$ cat config.mk
export PLATFORM = sky130hd
export DESIGN_NAME = divsqrt_scheduler_flat
export DESIGN_NICKNAME = d
export VERILOG_FILES = /design/src/rtl/divsqrt_scheduler_pkg.sv /design/src/rtl/divsqrt_scheduler_if.sv /design/src/rtl/divsqrt_scheduler_rr_arbiter.sv /design/src/rtl/divsqrt_scheduler.sv /design/src/flat_wrapper.sv
export SDC_FILE = /design/constraint.sdc
export NUM_CORES = 1
export LEC_CHECK = 0
export ABC_AREA = 1
export CORE_ASPECT_RATIO = 1.2
export CORE_MARGIN = 2
export CORE_UTILIZATION = 40
export DETAILED_ROUTE_END_ITERATION = 6
export PLACE_DENSITY = 0.81
export SLEW_MARGIN = 5
export SYNTH_ARGS = -nofsm -noshare
export SYNTH_HDL_FRONTEND = slang
export SYNTH_SLANG_ARGS = --single-unit
$ cat constraint.sdc
create_clock -name clock -period 5.84 [get_ports clock]
set_input_delay 0.584 -clock clock [delete_from_list [all_inputs] [get_ports clock]]
set_output_delay 0.584 -clock clock [all_outputs]
set_load 0.1 [all_outputs]
$ cat src/rtl/divsqrt_scheduler_pkg.sv
// divsqrt_sched_pkg: shared types and constants for the div/sqrt scheduler
package divsqrt_sched_pkg;
  typedef enum logic [1:0] {IDLE, ISSUE, BUSY, RESP} state_t;
  localparam int FLAG_NX = 0;
  localparam int FLAG_UF = 1;
  localparam int FLAG_OF = 2;
  localparam int FLAG_DZ = 3;
  localparam int FLAG_NV = 4;
  function automatic int flen(input int expW, input int sigW);
    return expW + sigW;
  endfunction
endpackage

$ cat src/rtl/divsqrt_scheduler_if.sv
// divsqrt_scheduler_if: requester and div/sqrt unit handshakes of the scheduler
interface divsqrt_scheduler_if #(
  parameter int EXP_W = 8,
  parameter int SIG_W = 24,
  parameter int NUM_REQ = 2,
  parameter int TAG_W = 4
);
  localparam int FLEN = divsqrt_sched_pkg::flen(EXP_W, SIG_W);
  logic [NUM_REQ-1:0] req_valid;
  logic [NUM_REQ-1:0] req_ready;
  logic [NUM_REQ-1:0] req_sqrt;
  logic [NUM_REQ*FLEN-1:0] req_a;
  logic [NUM_REQ*FLEN-1:0] req_b;
  logic [NUM_REQ*3-1:0] req_rm;
  logic [NUM_REQ*TAG_W-1:0] req_tag;
  logic [NUM_REQ-1:0] resp_valid;
  logic [NUM_REQ-1:0] resp_ready;
  logic [FLEN-1:0] resp_out;
  logic [4:0] resp_flags;
  logic [TAG_W-1:0] resp_tag;
  logic busy;
  logic du_in_valid;
  logic du_in_ready;
  logic du_sqrt;
  logic [FLEN-1:0] du_a;
  logic [FLEN-1:0] du_b;
  logic [2:0] du_rm;
  logic du_out_valid;
  logic [FLEN-1:0] du_out;
  logic [4:0] du_flags;
  modport slave (
    input req_valid, req_sqrt, req_a, req_b, req_rm, req_tag, resp_ready,
          du_in_ready, du_out_valid, du_out, du_flags,
    output req_ready, resp_valid, resp_out, resp_flags, resp_tag, busy,
           du_in_valid, du_sqrt, du_a, du_b, du_rm
  );
  modport master (
    output req_valid, req_sqrt, req_a, req_b, req_rm, req_tag, resp_ready,
           du_in_ready, du_out_valid, du_out, du_flags,
    input req_ready, resp_valid, resp_out, resp_flags, resp_tag, busy,
          du_in_valid, du_sqrt, du_a, du_b, du_rm
  );
endinterface

$ cat src/rtl/divsqrt_scheduler_rr_arbiter.sv
// rr_arbiter: combinational round-robin grant starting the search at rrPtr
module rr_arbiter #(
  parameter int NUM_REQ = 2,
  localparam int IDX_W = $clog2(NUM_REQ)
) (
  input  logic [NUM_REQ-1:0] req,
  input  logic [IDX_W-1:0]   rrPtr,
  output logic [NUM_REQ-1:0] grant,
  output logic [IDX_W-1:0]   grantIdx,
  output logic               any
);
  logic [IDX_W-1:0] cand;
  // walk the priority order backwards so the closest requester to rrPtr wins last
  always_comb begin
    grant = '0;
    grantIdx = '0;
    any = 1'b0;
    cand = '0;
    for (int k = NUM_REQ - 1; k >= 0; k--) begin
      cand = IDX_W'((int'(rrPtr) + k) % NUM_REQ);
      if (req[cand]) begin
        grant = NUM_REQ'(1) << cand;
        grantIdx = cand;
        any = 1'b1;
      end
    end
  end
endmodule

$ cat src/rtl/divsqrt_scheduler.sv
// divsqrt_scheduler: shares one div/sqrt unit between NUM_REQ requesters,
// round-robin issue, one-entry result buffer, flush support.
module divsqrt_scheduler
  import divsqrt_sched_pkg::*;
#(
  parameter int EXP_W = 8,
  parameter int SIG_W = 24,
  parameter int NUM_REQ = 2,
  parameter int TAG_W = 4
) (
  input logic clock,
  input logic reset,
  input logic flush,
  divsqrt_scheduler_if.slave bus
);
  localparam int FLEN = flen(EXP_W, SIG_W);
  localparam int IDX_W = $clog2(NUM_REQ);
  state_t state, stateNext;
  logic killed, killedNext, accept, capture, any;
  logic [IDX_W-1:0] rrPtr, owner, grantIdx;
  logic [NUM_REQ-1:0] grant;
  logic opSqrt;
  logic [FLEN-1:0] opA, opB, resBuf;
  logic [2:0] opRm;
  logic [TAG_W-1:0] opTag;
  logic [4:0] resFlags;
  rr_arbiter #(.NUM_REQ(NUM_REQ)) arb (
    .req(bus.req_valid),
    .rrPtr(rrPtr),
    .grant(grant),
    .grantIdx(grantIdx),
    .any(any)
  );
  always_ff @(posedge clock or posedge reset) begin
    if (reset) begin
      state <= IDLE;
      killed <= 1'b0;
    end else begin
      state <= stateNext;
      killed <= killedNext;
    end
  end
  // a flush that races an issue or a result is resolved as if it came first
  always_comb begin
    stateNext = state;
    killedNext = killed;
    accept = 1'b0;
    capture = 1'b0;
    case (state)
      IDLE: begin
        accept = any && !flush;
        stateNext = accept ? ISSUE : IDLE;
      end
      ISSUE: begin
        stateNext = bus.du_in_ready ? BUSY : (flush ? IDLE : ISSUE);
        killedNext = bus.du_in_ready && flush;
      end
      BUSY: begin
        capture = bus.du_out_valid && !killed && !flush;
        stateNext = bus.du_out_valid ? (capture ? RESP : IDLE) : BUSY;
        killedNext = bus.du_out_valid ? 1'b0 : (killed || flush);
      end
      RESP: stateNext = (flush || bus.resp_ready[owner]) ? IDLE : RESP;
      default: stateNext = IDLE;
    endcase
  end
  always_ff @(posedge clock or posedge reset) begin
    if (reset) begin
      rrPtr <= '0;
      owner <= '0;
      opSqrt <= 1'b0;
      opA <= '0;
      opB <= '0;
      opRm <= '0;
      opTag <= '0;
      resBuf <= '0;
      resFlags <= '0;
    end else begin
      if (accept) begin
        owner <= grantIdx;
        opSqrt <= bus.req_sqrt[grantIdx];
        opA <= bus.req_a[grantIdx*FLEN +: FLEN];
        opB <= bus.req_b[grantIdx*FLEN +: FLEN];
        opRm <= bus.req_rm[grantIdx*3 +: 3];
        opTag <= bus.req_tag[grantIdx*TAG_W +: TAG_W];
        rrPtr <= (grantIdx == IDX_W'(NUM_REQ - 1)) ? '0 : grantIdx + 1'b1;
      end
      if (capture) begin
        resBuf <= bus.du_out;
        resFlags <= bus.du_flags;
      end
    end
  end
  assign bus.req_ready = (state == IDLE && !flush && !reset) ? grant : '0;
  assign bus.resp_valid = (state == RESP) ? NUM_REQ'(1) << owner : '0;
  assign bus.resp_out = resBuf;
  assign bus.resp_flags = resFlags;
  assign bus.resp_tag = opTag;
  assign bus.busy = state != IDLE;
  assign bus.du_in_valid = state == ISSUE;
  assign bus.du_sqrt = opSqrt;
  assign bus.du_a = opA;
  assign bus.du_b = opB;
  assign bus.du_rm = opRm;
  // the unit may only produce a result while an operation is outstanding
  strayOutValid: assert property (@(posedge clock) disable iff (reset)
    bus.du_out_valid |-> state == BUSY);
endmodule

$ cat src/flat_wrapper.sv
// flat-port wrapper written by rule: the top's interface ports become plain ports
module divsqrt_scheduler_flat import divsqrt_sched_pkg::*;
#(
  parameter int EXP_W = 8,
  parameter int SIG_W = 24,
  parameter int NUM_REQ = 2,
  parameter int TAG_W = 4
)
  (clock, reset, flush, bus_req_valid, bus_req_sqrt, bus_req_a, bus_req_b, bus_req_rm, bus_req_tag, bus_resp_ready, bus_du_in_ready, bus_du_out_valid, bus_du_out, bus_du_flags, bus_req_ready, bus_resp_valid, bus_resp_out, bus_resp_flags, bus_resp_tag, bus_busy, bus_du_in_valid, bus_du_sqrt, bus_du_a, bus_du_b, bus_du_rm);
  divsqrt_scheduler_if #(.EXP_W(EXP_W), .SIG_W(SIG_W), .NUM_REQ(NUM_REQ), .TAG_W(TAG_W)) bus_i ();
  input logic clock;
  input logic reset;
  input logic flush;
  input wire logic [$bits(bus_i.req_valid)-1:0] bus_req_valid;
  input wire logic [$bits(bus_i.req_sqrt)-1:0] bus_req_sqrt;
  input wire logic [$bits(bus_i.req_a)-1:0] bus_req_a;
  input wire logic [$bits(bus_i.req_b)-1:0] bus_req_b;
  input wire logic [$bits(bus_i.req_rm)-1:0] bus_req_rm;
  input wire logic [$bits(bus_i.req_tag)-1:0] bus_req_tag;
  input wire logic [$bits(bus_i.resp_ready)-1:0] bus_resp_ready;
  input wire logic [$bits(bus_i.du_in_ready)-1:0] bus_du_in_ready;
  input wire logic [$bits(bus_i.du_out_valid)-1:0] bus_du_out_valid;
  input wire logic [$bits(bus_i.du_out)-1:0] bus_du_out;
  input wire logic [$bits(bus_i.du_flags)-1:0] bus_du_flags;
  output wire logic [$bits(bus_i.req_ready)-1:0] bus_req_ready;
  output wire logic [$bits(bus_i.resp_valid)-1:0] bus_resp_valid;
  output wire logic [$bits(bus_i.resp_out)-1:0] bus_resp_out;
  output wire logic [$bits(bus_i.resp_flags)-1:0] bus_resp_flags;
  output wire logic [$bits(bus_i.resp_tag)-1:0] bus_resp_tag;
  output wire logic [$bits(bus_i.busy)-1:0] bus_busy;
  output wire logic [$bits(bus_i.du_in_valid)-1:0] bus_du_in_valid;
  output wire logic [$bits(bus_i.du_sqrt)-1:0] bus_du_sqrt;
  output wire logic [$bits(bus_i.du_a)-1:0] bus_du_a;
  output wire logic [$bits(bus_i.du_b)-1:0] bus_du_b;
  output wire logic [$bits(bus_i.du_rm)-1:0] bus_du_rm;
  assign bus_i.req_valid = bus_req_valid;
  assign bus_i.req_sqrt = bus_req_sqrt;
  assign bus_i.req_a = bus_req_a;
  assign bus_i.req_b = bus_req_b;
  assign bus_i.req_rm = bus_req_rm;
  assign bus_i.req_tag = bus_req_tag;
  assign bus_i.resp_ready = bus_resp_ready;
  assign bus_i.du_in_ready = bus_du_in_ready;
  assign bus_i.du_out_valid = bus_du_out_valid;
  assign bus_i.du_out = bus_du_out;
  assign bus_i.du_flags = bus_du_flags;
  assign bus_req_ready = bus_i.req_ready;
  assign bus_resp_valid = bus_i.resp_valid;
  assign bus_resp_out = bus_i.resp_out;
  assign bus_resp_flags = bus_i.resp_flags;
  assign bus_resp_tag = bus_i.resp_tag;
  assign bus_busy = bus_i.busy;
  assign bus_du_in_valid = bus_i.du_in_valid;
  assign bus_du_sqrt = bus_i.du_sqrt;
  assign bus_du_a = bus_i.du_a;
  assign bus_du_b = bus_i.du_b;
  assign bus_du_rm = bus_i.du_rm;
  divsqrt_scheduler #(.EXP_W(EXP_W), .SIG_W(SIG_W), .NUM_REQ(NUM_REQ), .TAG_W(TAG_W)) u_core (.clock(clock), .reset(reset), .flush(flush), .bus(bus_i));
endmodule
==> flow_summary.toml, run 1 <==
[layout]
nets = 1097
antenna_cells = 0
drive_gt1_share_pct = 5.14
fin_area_um2 = 9010
fin_cells = 1083
syn_to_final_growth_pct = 70.5
postLayoutCoreUtil_pct = 68.9

[synth]
netlist_top_cells_area = "dfrtp_1, nand3_1, nand2_1"
synthArstFlopShare_pct = 100
synth_ff_type = "dfrtp_1"
postSynthAreaPerCell_um2 = 8.45
synth_top_area_cell = "dfrtp_1"
synth.distinct_cells = 16
synth_cells = 625
ys_ff_latch = 114
yosys_warnings = 0
synth_most_common_cell = "nand3_1"
synth-edff-count = 0
yosysSeqAreaShare_pct = 54.0
synth_commonest_cells = "nand3_1, nand2_1, dfrtp_1, nand4_1, inv_1"
synth_nets = 820
synth_top_area_share_pct = 54.0
synth_area_um2 = 5280

[timing]
tightest_slew_ns = 1.05
maxSlewViolCount = 0
fmax_mhz = 288
skew_ns = 0.0104
fin_crit_sh_pct = 59.5
setup_tns_ns = 0
setup_violations = 0
hold_viol = 0
rsz0062_at_grt = "false"
fin_crit_ns = 3.47
slew-limit-headroom_pct = 29.5

[clocking]
cts_root_buf = "clkbuf_16"
clock_latency_ns = 0.41
cts-buffers-inserted = 17
tritoncts = "done"
post_cts_buffers = 0
cts.sinks = 114
htreeDepth = 4
cts-resized-gates = 0
cts_hold_buf = 0
clkTransAtPathRegs_ns = 0.05
clock_path_buffers = 2

[power]
combPwrFrac_pct = 52.7
p_sw_share_pct = 51.1
power.leakage_uw = 0.00403
p_int_uw = 2310
clkPwrFrac_pct = 23.6
ir_worst_vdd_v = 0.000291
seqPwrFrac_pct = 23.7
p_per_area_nw_per_um2 = 524
net-switching-power_uw = 2410

[critical_path]
timing.rr.start = "u_core.state[0]"
cp_top_family = "buffers and inverters"
endpoint_kind = "output pin"
critPathKind = "input port to output pin"
path_max_fanout = 74
r2r-end = "u_core.bus.du_b[10]"
cp.required_ns = 5.26
cp.arrival_ns = 2.89
r2r_slack_ns = 3.28
path_cells = "buf_2 > buf_4 > o21ai_4 > nor3_1 > clkdlybuf4s50_1"
r2r_cells = 8
cpMaxStageDelayCell = "clkdlybuf4s50_1"
cpPeakStageDelay_ns = 1.16
cp-start-kind = "input port"
crit_buf_inv = 3

[routing]
viasPerCell = 5.16
drt_iter0_markers = 367
ant_nets = 0
wl_mm = 17.6
drc = 0
post_drt_wl_per_cell_um = 16.3
num_vias = 5587
first_pass_iters = 5

[placed_design]
dp_hpwl_mm = 12.1
io_buffer_count = 304
placed_area_um2 = 8370
numPlacedInstances = 1051
gp_congestion = 0.853

[die]
die_w_um = 109
num_rows = 46
design.die.area_um2 = 14100
die_y_um = 130
core_um2 = 13100
start_util_pct = 40.4
ios = 305

[global_route]
gr-usage-all-layers_pct = 24.5
antenna_found_initial = 0
grt_pass1_wl_mm = 26.8
grt_max_degree = 78
grt_pass1_vias = 5175
grt-ovfl-total = 0

[worst_hold_path]
hold_class = "register to register"
whs_endpoint = "u_core.bus.resp_out[16]"
whs_path_depth = 2
min-delay-start = "u_core.bus.resp_out[16]"

[job]
drv_cap = 0

[outcome]
outcome = "finished clean"
## placed cells by master, fill, tap and decap left out, types with 6 or more instances in the layout
master / n
nand2_1: 126
buf_4: 8
o21ai_1: 18
nor2_1: 6
inv_1: 51
clkdlybuf4s50_1: 303
o21ai_0: 24
clkbuf_16: 17
dfrtp_1: 114
nand4_1: 72
nand3_1: 147
## cells by family after synthesis
| logic type | share of synthesized area [%] |
|---|---|
| flip-flops | 54.0 |
| adder cells (fa/ha/maj) | 1.18 |
| AO/OA/AOI/OAI | 4.15 |
| AND/OR/NAND/NOR | 32.4 |
| buffers and inverters | 8.27 |
## area by class of cell
type	instances	area, µm²
Clock buffer	19	453
Clock inverter	13	183
Fill cell	1039	4060
Inverter	53	201
Multi-Input combinational cell	404	2010
Sequential cell	114	2850
Tap cell	168	210
Timing Repair Buffer	312	3100
## worst register-to-register path: stages (launching register included)
cell     delay [ns]
dfrtp_1        0.40
inv_1          0.11
ha_1           0.15
inv_1          0.07
nor2_4         0.12
buf_4          0.59
buf_4          0.70
nand4_1        0.21
nand3_1        0.14
## layer usage
metal | vias to the layer above | share of wire [%] | wire (µm) | track usage, %
met2 | 267 | 49 | 8580 | 40.7
met3 | 29 | 10 | 1820 | 8.94
met1 | 2598 | 38 | 6790 | 29.0
met4 | 0 | 2.5 | 446 | 8.82
li1 | 2693 | - | - | -
met5 | - | 0 | 0 | 0
## worst max-delay path by stage
stage	startpoint	cells after the start	to
floorplan	u_core.state[0]	8	bus_req_ready[0]
global placement	bus_req_valid[0]	5	bus_req_ready[0]
detailed placement	bus_req_valid[0]	5	bus_req_ready[0]
CTS	bus_req_valid[0]	5	bus_req_ready[0]
global route	bus_req_valid[0]	5	bus_req_ready[0]
finish	bus_req_valid[0]	5	bus_req_ready[0]
## power by group through the flow
stage	Clock [µW]	Sequential (µW)	Combinational, µW
6_report	1120	1120	2490
5_1_grt	1170	1140	2580
4_1_cts	1130	1120	2500
3_5_place_dp	0	1130	2490
3_3_place_gp	0	1120	2480
2_1_floorplan	0	2610	337
## registers in the layout (all words and copies together) (netlist names)
name	count
u_core.bus.du_a	32
u_core.bus.du_b	32
u_core.bus.du_rm	3
u_core.bus.du_sqrt	1
u_core.bus.resp_flags	5
u_core.bus.resp_out	32
u_core.bus.resp_tag	4
u_core.killed	1
u_core.owner	1
u_core.rrPtr	1
u_core.state	2
## metrics by stage
step / power [µW] / hold WS [ns] / setup WS, ns
6_report: 4720 / 0.484 / 2.37
5_1_grt: 4890 / 0.508 / 2.26
3_5_place_dp: 3620 / 0.473 / 2.38
4_1_cts: 4750 / 0.487 / 2.38
2_1_floorplan: 2940 / 0.480 / 1.44
3_3_place_gp: 3600 / 0.466 / 2.37
No activity file was read; power rests on OpenSTA's default activity.
==> run 2: changes to the inputs <==
--- a/config.mk
+++ b/config.mk
@@ -8,9 +8,9 @@
 export ABC_AREA = 1
 export CORE_ASPECT_RATIO = 1.2
 export CORE_MARGIN = 2
-export CORE_UTILIZATION = 40
+export CORE_UTILIZATION = 38
 export DETAILED_ROUTE_END_ITERATION = 6
-export PLACE_DENSITY = 0.81
+export PLACE_DENSITY = 0.77
 export SLEW_MARGIN = 5
 export SYNTH_ARGS = -nofsm -noshare
 export SYNTH_HDL_FRONTEND = slang
==> constraint.sdc (replaced) <==
create_clock -name clock -period 3.5 [get_ports clock]
set_input_delay 0.35 -clock clock [delete_from_list [all_inputs] [get_ports clock]]
set_output_delay 0.35 -clock clock [all_outputs]
set_load 0.1 [all_outputs]
==> run 2 against run 1 <==
- clock skew is 0.0023 ns higher
- sequential share of layout area about the same
- power rose by 63%
- global-route usage shrank 0.18 points
- die area rose by 5.1%
- clock-buffer cell count increased by 3
- wire length is 2.1% higher
- sequential power up 67%
- combinational power is 67% higher
- core utilization down 3.2 points
- critical path type is now register to output pin
- via count is 0.29% lower
- sequential cell count stayed put
==> flow_summary.toml, run 2 (synthesis gave the netlist of run 1 again) <==
[power]
p_per_area_nw_per_um2 = 857
ir_worst_vdd_v = 0.000582
power.leakage_uw = 0.00404

[routing]
wl_mm = 18.0
ant_nets = 0
num_vias = 5571
drt_iter0_markers = 442
viasPerCell = 5.13
post_drt_wl_per_cell_um = 16.6
first_pass_iters = 5
drc = 0

[worst_hold_path]
hold_class = "input port to async pin"

[critical_path]
critPathKind = "register to output pin"
endpoint_kind = "output pin"
cp.required_ns = 3.15
path_max_fanout = 3
cp-start-kind = "register"
cp.arrival_ns = 2.25

[global_route]
antenna_found_initial = 1
grt_pass1_wl_mm = 28.7
gr-usage-all-layers_pct = 24.3
grt-ovfl-total = 0
grt_pass1_vias = 5421
grt_max_degree = 145

[job]
drv_cap = 0

[placed_design]
dp_hpwl_mm = 12.3
numPlacedInstances = 1054
gp_congestion = 0.801
pre_cts_slack_ns = 1.12
io_buffer_count = 304

[timing]
hold_viol = 0
skew_ns = 0.0127
tightest_slew_ns = 1.04
fmax_mhz = 385
maxSlewViolCount = 0
setup_violations = 0
fin_crit_ns = 2.60
rsz0062_at_grt = "false"
worst_slack_ns = 0.903
timing.hold.ws_ns = 0.310
fin_crit_sh_pct = 74.2
slew-limit-headroom_pct = 30.1

[layout]
final_common_cell = "clkdlybuf4s50_1"
layout_common_cells = "clkdlybuf4s50_1, nand3_1, nand2_1"
fillers = 1083
nets = 1097
syn_to_final_growth_pct = 70.4
fin_cells = 1087
drive_gt1_share_pct = 5.25

[die]
num_rows = 47
core_um2 = 13700
design.die.area_um2 = 14900
die_w_um = 112
die_y_um = 133
ios = 305
start_util_pct = 38.6

[clocking]
cts_root_buf = "clkbuf_16"
tritoncts = "done"
cts-buffers-inserted = 17
post_cts_buffers = 0
clkTransAtPathRegs_ns = 0.05
htreeDepth = 4
cts_hold_buf = 0
clock_path_buffers = 2
cts.sinks = 114
clock_latency_ns = 0.40
cts-resized-gates = 0

[outcome]
outcome = "finished clean"
[run 2: report_power, final]
group | switching, µW | internal (µW) | total (µW)
combinational | 3200 | 964 | 4160
sequential | 202 | 1670 | 1870
clock | 602 | 1080 | 1680
[run 2: per-layer routing]
metal  vias to the layer above  GRT usage [%]  part of all wire [%]
met5                         -              0                     0
met3                        23           8.05                   8.5
met1                      2619           30.7                    40
met4                         0           8.50                   2.2
met2                       246           39.2                    49
li1                       2683              -                     -
[run 2: through the flow]
stage          power (µW)  setup TNS [ns]  util, %  cell area [µm²]
6_report             7710               0     65.7             9000
5_1_grt              8000               0     65.7             9000
4_1_cts              7760               0     65.7             9000
3_5_place_dp         6060               0     61.5             8430
3_3_place_gp         6020               0     61.5             8430
2_1_floorplan        4910           -1.32        -             5280
[run 2: final cells by class]
type | count | area [µm²] | area share [%]
diodes | 1 | 2.50 | 0.0278
clock inverters | 10 | 109 | 1.21
multi-input cells | 404 | 2010 | 22.3
repair buffers | 312 | 3150 | 35.0
inverters | 53 | 201 | 2.24
well taps | 171 | 214 | 2.38
clock buffers | 22 | 464 | 5.16
flip-flops and latches | 114 | 2850 | 31.7
[run 2: worst paths after layout]
check | startpoint | to | slack (ns) | cells past startpoint
max in group asynchronous | reset | u_core.bus.du_b[9] | 2.36 | 3
min in group clock | u_core.bus.resp_out[31] | u_core.bus.resp_out[31] | 0.48 | 2
min reg2reg | u_core.bus.resp_out[31] | u_core.bus.resp_out[31] | 0.48 | 2
max reg2reg | u_core.state[0] | u_core.bus.resp_out[17] | 1.44 | 6
min | reset | u_core.bus.du_rm[0] | 0.31 | 2
max | u_core.state[0] | bus_resp_valid[0] | 0.90 | 4
[run 2: worst max-delay path, cell delays in order (launching register included)]
cell             delay, ns
dfrtp_1               0.38
ha_1                  0.19
inv_1                 0.06
nor2_1                0.08
clkdlybuf4s50_1       1.14
==> run 3: changes to the inputs <==
--- a/config.mk
+++ b/config.mk
@@ -8,9 +8,9 @@
 export ABC_AREA = 1
 export CORE_ASPECT_RATIO = 1.2
 export CORE_MARGIN = 2
-export CORE_UTILIZATION = 38
+export CORE_UTILIZATION = 35
 export DETAILED_ROUTE_END_ITERATION = 6
-export PLACE_DENSITY = 0.77
+export PLACE_DENSITY = 0.75
 export SLEW_MARGIN = 5
 export SYNTH_ARGS = -nofsm -noshare
 export SYNTH_HDL_FRONTEND = slang
==> constraint.sdc (replaced) <==
create_clock -name clock -period 2.2 [get_ports clock]
set_input_delay 0.22 -clock clock [delete_from_list [all_inputs] [get_ports clock]]
set_output_delay 0.22 -clock clock [all_outputs]
set_load 0.1 [all_outputs]
==> run 3 against run 2 <==
- non-clock buffer count increased by 6
- design area is 0.81% lower
- clock power increased by 73%
- clock-buffer cell count is the same
- critical endpoint is now bus_req_ready[1]
==> flow_summary.toml, run 3 (synthesis gave the netlist of run 1 again) <==
[routing]
ant_nets = 0
post_drt_wl_per_cell_um = 16.0
viasPerCell = 5.00
first_pass_iters = 5
drc = 0
wl_mm = 18.0
num_vias = 5625
drt_iter0_markers = 355

[clocking]
clock_path_buffers = 2
htreeDepth = 4
clock_latency_ns = 0.41
post_cts_buffers = 0
cts-buffers-inserted = 17
cts-resized-gates = 0
cts_root_buf = "clkbuf_16"
tritoncts = "done"
clkTransAtPathRegs_ns = 0.05
cts.sinks = 114
cts_hold_buf = 0

[layout]
fin_area_um2 = 8930
fillers = 1275
final_common_cell = "clkdlybuf4s50_1"
postLayoutCoreUtil_pct = 59.9
antenna_cells = 0
drive_gt1_share_pct = 18.1
layout_common_cells = "clkdlybuf4s50_1, nand3_1, nand2_1"
syn_to_final_growth_pct = 69.0
nets = 1103

[power]
power.leakage_uw = 0.00428
ir_worst_vdd_v = 0.000643
power.total_uw = 12300
p_per_area_nw_per_um2 = 1380

[outcome]
outcome = "finished clean"

[global_route]
grt-ovfl-total = 0
antenna_found_initial = 0
grt_max_degree = 79
grt_pass1_vias = 5510
gr-usage-all-layers_pct = 22.3
grt_pass1_wl_mm = 27.9

[timing]
hold_viol = 0
fin_crit_sh_pct = 92.1
fin_crit_ns = 2.03
skew_ns = 0.00637
rsz0062_at_grt = "false"
tightest_slew_ns = 0.469
setup_violations = 0
slew-limit-headroom_pct = 68.7
fmax_mhz = 493
timing.hold.ws_ns = 0.233
maxSlewViolCount = 0

[critical_path]
cp-start-kind = "register"
r2r_slack_ns = 0.51
timing.rr.start = "u_core.state[0]"
critPathKind = "register to output pin"
r2r-end = "u_core.bus.du_a[31]"
cp.arrival_ns = 1.81
cp.required_ns = 1.98
endpoint_kind = "output pin"
path_max_fanout = 5
r2r_cells = 8

[die]
ios = 305
num_rows = 49
die_w_um = 116
die_y_um = 139
start_util_pct = 35.5
design.die.area_um2 = 16100
core_um2 = 14900

[worst_hold_path]
whs_path_depth = 4
whs_endpoint = "u_core.bus.du_rm[1]"
hold_class = "input port to register"
min-delay-start = "bus_req_valid[0]"

[placed_design]
io_buffer_count = 304
gp_congestion = 0.780
dp_hpwl_mm = 12.7
placed_area_um2 = 8300

[job]
drv_cap = 0
==> run 3: changes by cell type in the layout (fill, tap and decap cells not counted), sizes merged <==
cell and delta:
buf +117, bufinv +2, clkdlybuf4s50 -111, clkinv -1, diode -1, inv -1
==> run 3: final cells by class <==
cell class / instances / area, µm² / share of cell area, %
clock buffers: 22 / 464 / 5.20
clock inverters: 10 / 156 / 1.75
inverters: 53 / 203 / 2.27
multi-input cells: 404 / 2020 / 22.6
flip-flops and latches: 114 / 2850 / 31.9
well taps: 204 / 255 / 2.86
repair buffers: 318 / 2980 / 33.4
==> run 3: worst max path at each step <==
| stage | start | end | slack [ns] | depth (start not counted) |
|---|---|---|---|---|
| 6_report | u_core.state[0] | bus_req_ready[1] | 0.17 | 7 |
| 4_1_cts | u_core.state[0] | bus_req_ready[1] | 0.07 | 7 |
| 2_1_floorplan | u_core.state[0] | bus_req_ready[0] | -0.96 | 8 |
| 3_5_place_dp | flush | u_core.bus.resp_out[19] | 0.37 | 6 |
| 3_3_place_gp | flush | bus_req_ready[1] | 0.44 | 5 |
| 5_1_grt | u_core.state[0] | bus_req_ready[1] | 0.05 | 7 |
==> run 3: through the flow <==
step,TNS (ns),setup WS (ns),std cells
after global routing,0,0.0510,1125
after detailed placement,0,0.370,1092
after floorplan,-1.93,-0.964,625
after global placement,0,0.436,1092
after CTS,0,0.0658,1124
final,0,0.174,1125
==> run 3: report_power, final <==
group	internal [µW]	total (µW)	switching, µW
clock network	1950	2900	952
logic	1370	6450	5080
registers	2660	2990	336
total	5970	12300	6370
==> run 3: worst max-delay path, stage by stage, from the launching register on <==
cell	delay, ns
dfrtp_1	0.40
inv_1	0.11
ha_1	0.15
inv_1	0.07
nor2_4	0.15
o21ai_4	0.11
nor3_2	0.20
buf_12	0.21
==> run 3: per-layer routing <==
metal / global-route usage (%) / part of all wire [%] / up-vias
li1: - / - / 2702
met1: 25.6 / 38 / 2632
met2: 38.1 / 50 / 258
met3: 7.26 / 9.2 / 33
met4: 8.77 / 2.7 / 0
met5: 0 / 0 / -
